$ cat src/rtl/ram_program_loader.sv
// Loads a full program image from a byte stream into RAM through its manual
// programming port, then optionally reads every word back and compares it to a shadow copy.
module ram_program_loader #(
  parameter int ADDR_W    = 4,
  parameter int DATA_W    = 8,
  parameter int READ_LAT  = 1,
  parameter int VERIFY_EN = 1
) (
  input  logic              clk,
  input  logic              rst,
  input  logic              start,
  input  logic [DATA_W-1:0] byte_in,
  input  logic              byte_valid,
  output logic              byte_ready,
  output logic              manual_mode,
  output logic              manual_read,
  output logic [ADDR_W-1:0] address,
  output logic [DATA_W-1:0] program_switches,
  input  logic [DATA_W-1:0] ram_data,
  output logic              busy,
  output logic              done,
  output logic              error,
  output logic [ADDR_W-1:0] error_addr
);

  typedef enum logic [3:0] {
    IDLE, FETCH, SETUP, STROBE, ADV, VADDR, VWAIT, VCHECK, DONE
  } state_t;

  localparam logic [ADDR_W-1:0] ADDR_MAX  = '1;
  localparam logic [1:0]        WAIT_LAST = 2'(READ_LAT - 1);

  state_t            state;
  logic [1:0]        wait_cnt;
  logic [DATA_W-1:0] shadow [2**ADDR_W];

  // Outputs decode the state register directly, so they change only on clock edges.
  assign byte_ready  = (state == FETCH);
  assign manual_read = (state == STROBE);
  assign manual_mode = (state != IDLE) && (state != DONE);
  assign busy        = manual_mode;
  assign done        = (state == DONE);

  always_ff @(posedge clk) begin
    if (rst) begin
      state            <= IDLE;
      address          <= '0;
      program_switches <= '0;
      error            <= 1'b0;
      error_addr       <= '0;
      wait_cnt         <= '0;
    end else begin
      case (state)
        IDLE, DONE: if (start) begin
          state      <= FETCH;
          address    <= '0;
          error      <= 1'b0;
          error_addr <= '0;
        end
        FETCH: if (byte_valid) begin
          program_switches <= byte_in;
          state            <= SETUP;
        end
        SETUP:  state <= STROBE;
        STROBE: state <= ADV;
        ADV: begin
          if (address == ADDR_MAX) begin
            address <= '0;
            state   <= (VERIFY_EN != 0) ? VADDR : DONE;
          end else begin
            address <= address + 1'b1;
            state   <= FETCH;
          end
        end
        VADDR: begin
          wait_cnt <= '0;
          state    <= VWAIT;
        end
        VWAIT: begin
          if (wait_cnt == WAIT_LAST) state <= VCHECK;
          else wait_cnt <= wait_cnt + 1'b1;
        end
        VCHECK: begin
          // Only the first mismatch is recorded.
          if (ram_data != shadow[address] && !error) begin
            error      <= 1'b1;
            error_addr <= address;
          end
          if (address == ADDR_MAX) state <= DONE;
          else begin
            address <= address + 1'b1;
            state   <= VADDR;
          end
        end
        default: state <= IDLE;
      endcase
    end
  end

  always_ff @(posedge clk) begin
    if (!rst && state == FETCH && byte_valid) shadow[address] <= byte_in;
  end

endmodule
$ cat config.mk
export PLATFORM = sky130hd
export DESIGN_NAME = ram_program_loader
export DESIGN_NICKNAME = d
export VERILOG_FILES = /design/src/rtl/ram_program_loader.sv
export SDC_FILE = /design/constraint.sdc
export NUM_CORES = 1
export LEC_CHECK = 0
export ABC_AREA = 1
export CAP_MARGIN = 20
export CORE_AREA = 3 3 123 101
export CTS_CLUSTER_DIAMETER = 150
export DETAILED_ROUTE_END_ITERATION = 7
export DIE_AREA = 0 0 126 104
export PLACE_DENSITY = 0.79
export SLEW_MARGIN = 40
export SYNTH_ARGS = -nofsm -noshare
export SYNTH_HDL_FRONTEND = slang
export SYNTH_SLANG_ARGS = --single-unit
$ cat constraint.sdc
create_clock -name clk -period 6.4 [get_ports clk]
set_clock_uncertainty 0.05 [all_clocks]
set_input_delay 0.64 -clock clk [delete_from_list [all_inputs] [get_ports clk]]
set_output_delay 0.64 -clock clk [all_outputs]
set_load 0.005 [all_outputs]
# [Word level (Yosys, flattened, before mapping)]
# Memory sizes are Yosys's and may differ from the RTL's. A register that Yosys moved wholly into a read port is not among the register bits.
# Cells that the tools add are included.
[word_totals] rom_bits=0 latch_bits=0 ramBits=128 reg_bits=23 word_cells=65 n_memories=1
[mem_list] memory="shadow" words=16 word_bits=8 read_ports=1 rd_clocked_by_memory_dff=1 write_ports=1 line_no="35" rtl="logic [DATA_W-1:0] shadow [2**ADDR_W];"
[op_classes] mux=21 reduce_logical=18 shifts=0 magnitude_cmp=0 n_eq_ne=17 div_mod_pow=0 bitwise=0 mul=0 add_sub_neg=2
[op_table] operator="two-way mux 4 bit" n=10
[op_table] operator="case mux 4 bit (8 select lines)" n=1
[op_table] operator="== test 4 x 3 -> 1 bit (second input constant)" n=4
[op_table] operator="!= test 2 bit (second input constant)" n=6
[op_table] operator="case mux 4 bit (3 select lines)" n=1
[op_table] operator="AND reduction 3 bit" n=3
[op_table] operator="== test 4 x 2 -> 1 bit (second input constant)" n=2
[op_table] operator="== test 4 bit (second input constant)" n=2
[op_table] operator="!= test 8 bit" n=1
[op_table] operator="case mux 4 bit (2 select lines)" n=1
[op_table] operator="adder 4 x 1 -> 4 bit (second input constant)" n=1
[op_table] operator="== test 4 x 1 -> 1 bit (second input constant)" n=1
[op_table] operator="logical AND 1 bit" n=4
[op_table] operator="zero test 4 bit" n=1
[op_table] operator="two-way mux 1 bit" n=4
[op_table] operator="!= test 4 bit (second input constant)" n=1
[op_table] operator="case mux 2 bit (2 select lines)" n=1
[op_table] operator="AND reduction 2 bit" n=2
[op_table] operator="nonzero test 2 bit" n=2
[op_table] operator="nonzero test 4 bit" n=1
[op_table] operator="two-way mux 3 bit" n=1
[op_table] operator="nonzero test 3 bit" n=1
[op_table] operator="adder 2 x 1 -> 2 bit (second input constant)" n=1
[op_table] operator="zero test 1 bit" n=2
[op_table] operator="other kinds (4)" n=4

# [Depth between registers and ports, before layout]
[logic_depth] word_depth=6 ltp_mapped=18 depth_no_buf=16

# [Worst setup path after synthesis]
# Ideal clock, no wire load.
[synth_timing] path_type="input -> register" start="in byte_valid" end="mem shadow[11][0] (enable)" n_path_buf=0 required_time_ps=5967 setup_slack_ps=3847 cell_stages=6 t_arrival_ps=2120 path_cell_list="inv_1 nor2_1 clkinv_1 nor2_1 inv_1 nor3_1"
[synth_between] elab_chain_len=3
[synth_lines] element="start, declared" line_no="13" rtl="input logic byte_valid,"
[synth_lines] element="logical AND 1 bit" line_no="101" rtl="if (!rst && state == FETCH && byte_valid) shadow[address] <= byte_in;"
[synth_lines] element="two-way mux 1 bit" line_no="101"
[synth_lines] element="two-way mux 1 bit (implied by the code)" line_no="101"
[synth_lines] element="end, declared" line_no="35"
# No other way between the ends.

==> impl_metrics.env <==
export IMPL_post_cts_buffers=0
export IMPL_grt_max_degree=59
export IMPL_synthToLayoutAreaGrowth_pct=16.2
export IMPL_start_util=0.587
export IMPL_cap_viol_max_count=0
export IMPL_synth_area_leader_cell="edfxtp_1"
export IMPL_min_path_type="flop to flop"
export IMPL_ys_seq_area_frac=0.656
export IMPL_via_per_inst=5.78
export IMPL_route_detailed_drc=0
export IMPL_routed_wl_um=16300
export IMPL_pin_count=42
export IMPL_cp_data_required_time_ps=6690
export IMPL_drt_first_pass_iters=8
export IMPL_setup_viol=0
export IMPL_hold_depth=2
export IMPL_status="complete, no violations"
export IMPL_syn_avg_cell_area_um2=9.82
export IMPL_p_total_uw=2790
export IMPL_synth_area_leaders="edfxtp_1 (57%), nand2_1 (11%), dfxtp_1 (8.1%)"
export IMPL_diodes=0
export IMPL_dpl_hpwl_um=10300
export IMPL_rsz0062_at_grt="false"
export IMPL_num_vias=5065
export IMPL_place_gp_congestion=0.996
export IMPL_synth_nets=706
export IMPL_worstSetupStartpointType="flop"
export IMPL_die_h_um=104
export IMPL_fin_nets=741
export IMPL_synth_edf_count=128
export IMPL_synth_most_common_cell="nand2_1"
export IMPL_endpoint_kind="flop"
export IMPL_top_usage_layer="met2"
export IMPL_path_max_fanout=58
export IMPL_synth_area_um2=6690
export IMPL_period_share=0.499
export IMPL_clock_path_buffers=2
export IMPL_layout_drive_gt1_share=0.0686
export IMPL_synthDominantCellAreaShare=0.575
export IMPL_p_per_area_nw_per_um2=359
export IMPL_ys_async_sr_fraction=0
export IMPL_r2r_end="error_addr[1]"
export IMPL_slew_viol_final=0
export IMPL_synthTopCellsByCount="nand2_1 (196), edfxtp_1 (128), nor2_1 (75)"
export IMPL_power_leakage_uw=0.00304
export IMPL_fin_crit_ps=3190
export IMPL_met1_usage=0.361
export IMPL_fmax_ghz=0.313
export IMPL_worst_pin_slew_ps=804
export IMPL_cts_tree="done"
export IMPL_clk_pin_slew_worst_paths_ps=60
export IMPL_ys_flop_type="edfxtp_1"
export IMPL_rrSetupSlack_ps=3210
export IMPL_die_w_um=126
export IMPL_drtIter0Drc=604
export IMPL_ctsHoldBuffers=0
export IMPL_track_usage=0.259
export IMPL_clk_latency_ps=420
export IMPL_port_buffers=41
export IMPL_antenna_left=0
export IMPL_coreArea_um2=11400
export IMPL_die_area_um2=13100
export IMPL_h_tree_depth=4
export IMPL_global_route_usage_met3=0.0637
export IMPL_rows=35
export IMPL_maxSlewHeadroom=0.462
export IMPL_antenna_found_initial=0
export IMPL_cts_sinks=155
export IMPL_critical_path_arrival_ps=3490
export IMPL_yosysUniqueCellTypes=28
export IMPL_ys_ff_latch=155
export IMPL_setup_tns_final_ps=0
export IMPL_clockRootBuffer="clkbuf_16"
export IMPL_crit_type="flop to flop"
export IMPL_grt_ovfl_total=0
export IMPL_grtUsageMet2=0.395
export IMPL_synth_cells=681
export IMPL_ir_drop_uv=232
export IMPL_grt_pass1_wl_um=26000
export IMPL_rr_worst_depth=13
export IMPL_yosys_warnings=0
export IMPL_wl_per_cell_um=18.6
export IMPL_final_hold_viol_count=0
export IMPL_first_global_vias=4931
export IMPL_min_to="wait_cnt[1]"
export IMPL_cts_made_buffers=17
export IMPL_hold_start="wait_cnt[1]"
export IMPL_cts_resized=0
stage by stage:
stage | utilization | instances | hold WS (ps) | instance area (µm²) | setup WS [ps]
5_1_grt | 0.682 | 877 | 458 | 7770 | 2950
4_1_cts | 0.684 | 877 | 423 | 7780 | 3210
6_report | 0.682 | 877 | 422 | 7770 | 3210
3_3_place_gp | 0.628 | 845 | 409 | 7150 | 3010
3_5_place_dp | 0.628 | 845 | 411 | 7150 | 2860
2_1_floorplan | - | 681 | 387 | 6690 | 3850
cell type report:
cell class	count	area (µm²)
Multi-Input combinational cell	426	1890
Timing Repair Buffer	42	393
Inverter	74	280
Clock inverter	14	193
Fill cell	837	3620
Clock buffer	18	439
Tap cell	148	185
Sequential cell	155	4390
worst max path at each step:
stage               endpoint  cells after the start        from
6_report       error_addr[1]                     13        flop
5_1_grt        error_addr[1]                     17        flop
4_1_cts        shadow[11][6]                      7  byte_valid
2_1_floorplan  shadow[11][0]                      6  byte_valid
3_3_place_gp    shadow[7][0]                      7  byte_valid
3_5_place_dp   shadow[11][2]                      7  byte_valid
routing by layer:
layer,vias to the layer above,wire (µm)
met4,0,341
met3,46,1650
met2,305,7570
li1,2333,-
met5,-,0
met1,2381,6710
power breakdown:
group / switching (µW) / internal (µW) / leakage, µW
combinational: 369 / 183 / 0.00137
sequential: 48.6 / 1120 / 0.00137
clock: 401 / 665 / 0.000305
registers in the layout (all words and copies together), names as in the netlist, named ones only:
name,cells
shadow,128
state,4
error_addr,4
wait_cnt,2
address,4
program_switches,8
error,1
worst max-delay path, stage by stage, from the launching register on:
cell	delay, ps
dfxtp_2	600
buf_4	520
inv_4	350
o21ai_0	350
nand3_1	220
nand3_1	190
nand3b_1	90
nand2_1	70
nand2_1	60
nor2_2	120
nand2_2	130
nand2_2	110
nand3_1	70
a21oi_1	140
placed cells by master, fill, tap and decap left out, types with 3 or more instances in the layout:
master / netlist / layout
nand2_1: 196 / 196
edfxtp_1: 128 / 128
nor2_1: 75 / 75
nand3_1: 73 / 73
inv_1: 71 / 71
clkdlybuf4s50_1: 0 / 36
dfxtp_1: 27 / 25
o21ai_0: 21 / 21
clkbuf_16: 0 / 17
a21oi_1: 16 / 16
nor3_1: 9 / 6
o21ai_1: 6 / 6
nand4_1: 6 / 6
ha_1: 5 / 5
buf_2: 14 / 5
o211ai_1: 4 / 4
bufinv_16: 0 / 4
nor3_2: 0 / 3
a211oi_1: 3 / 3
nand3b_1: 3 / 3
inv_6: 0 / 3
logic make-up after synthesis:
group                    after synthesis  share of synthesized area
AO/OA/AOI/OAI                         51                     0.0410
XOR/XNOR                               1                    0.00131
adder cells (fa/ha/maj)                5                    0.00936
buffers and inverters                100                     0.0636
flip-flops                           155                      0.656
AND/OR/NAND/NOR                      369                      0.229
Note: power is estimated with default switching activity, not from simulation.
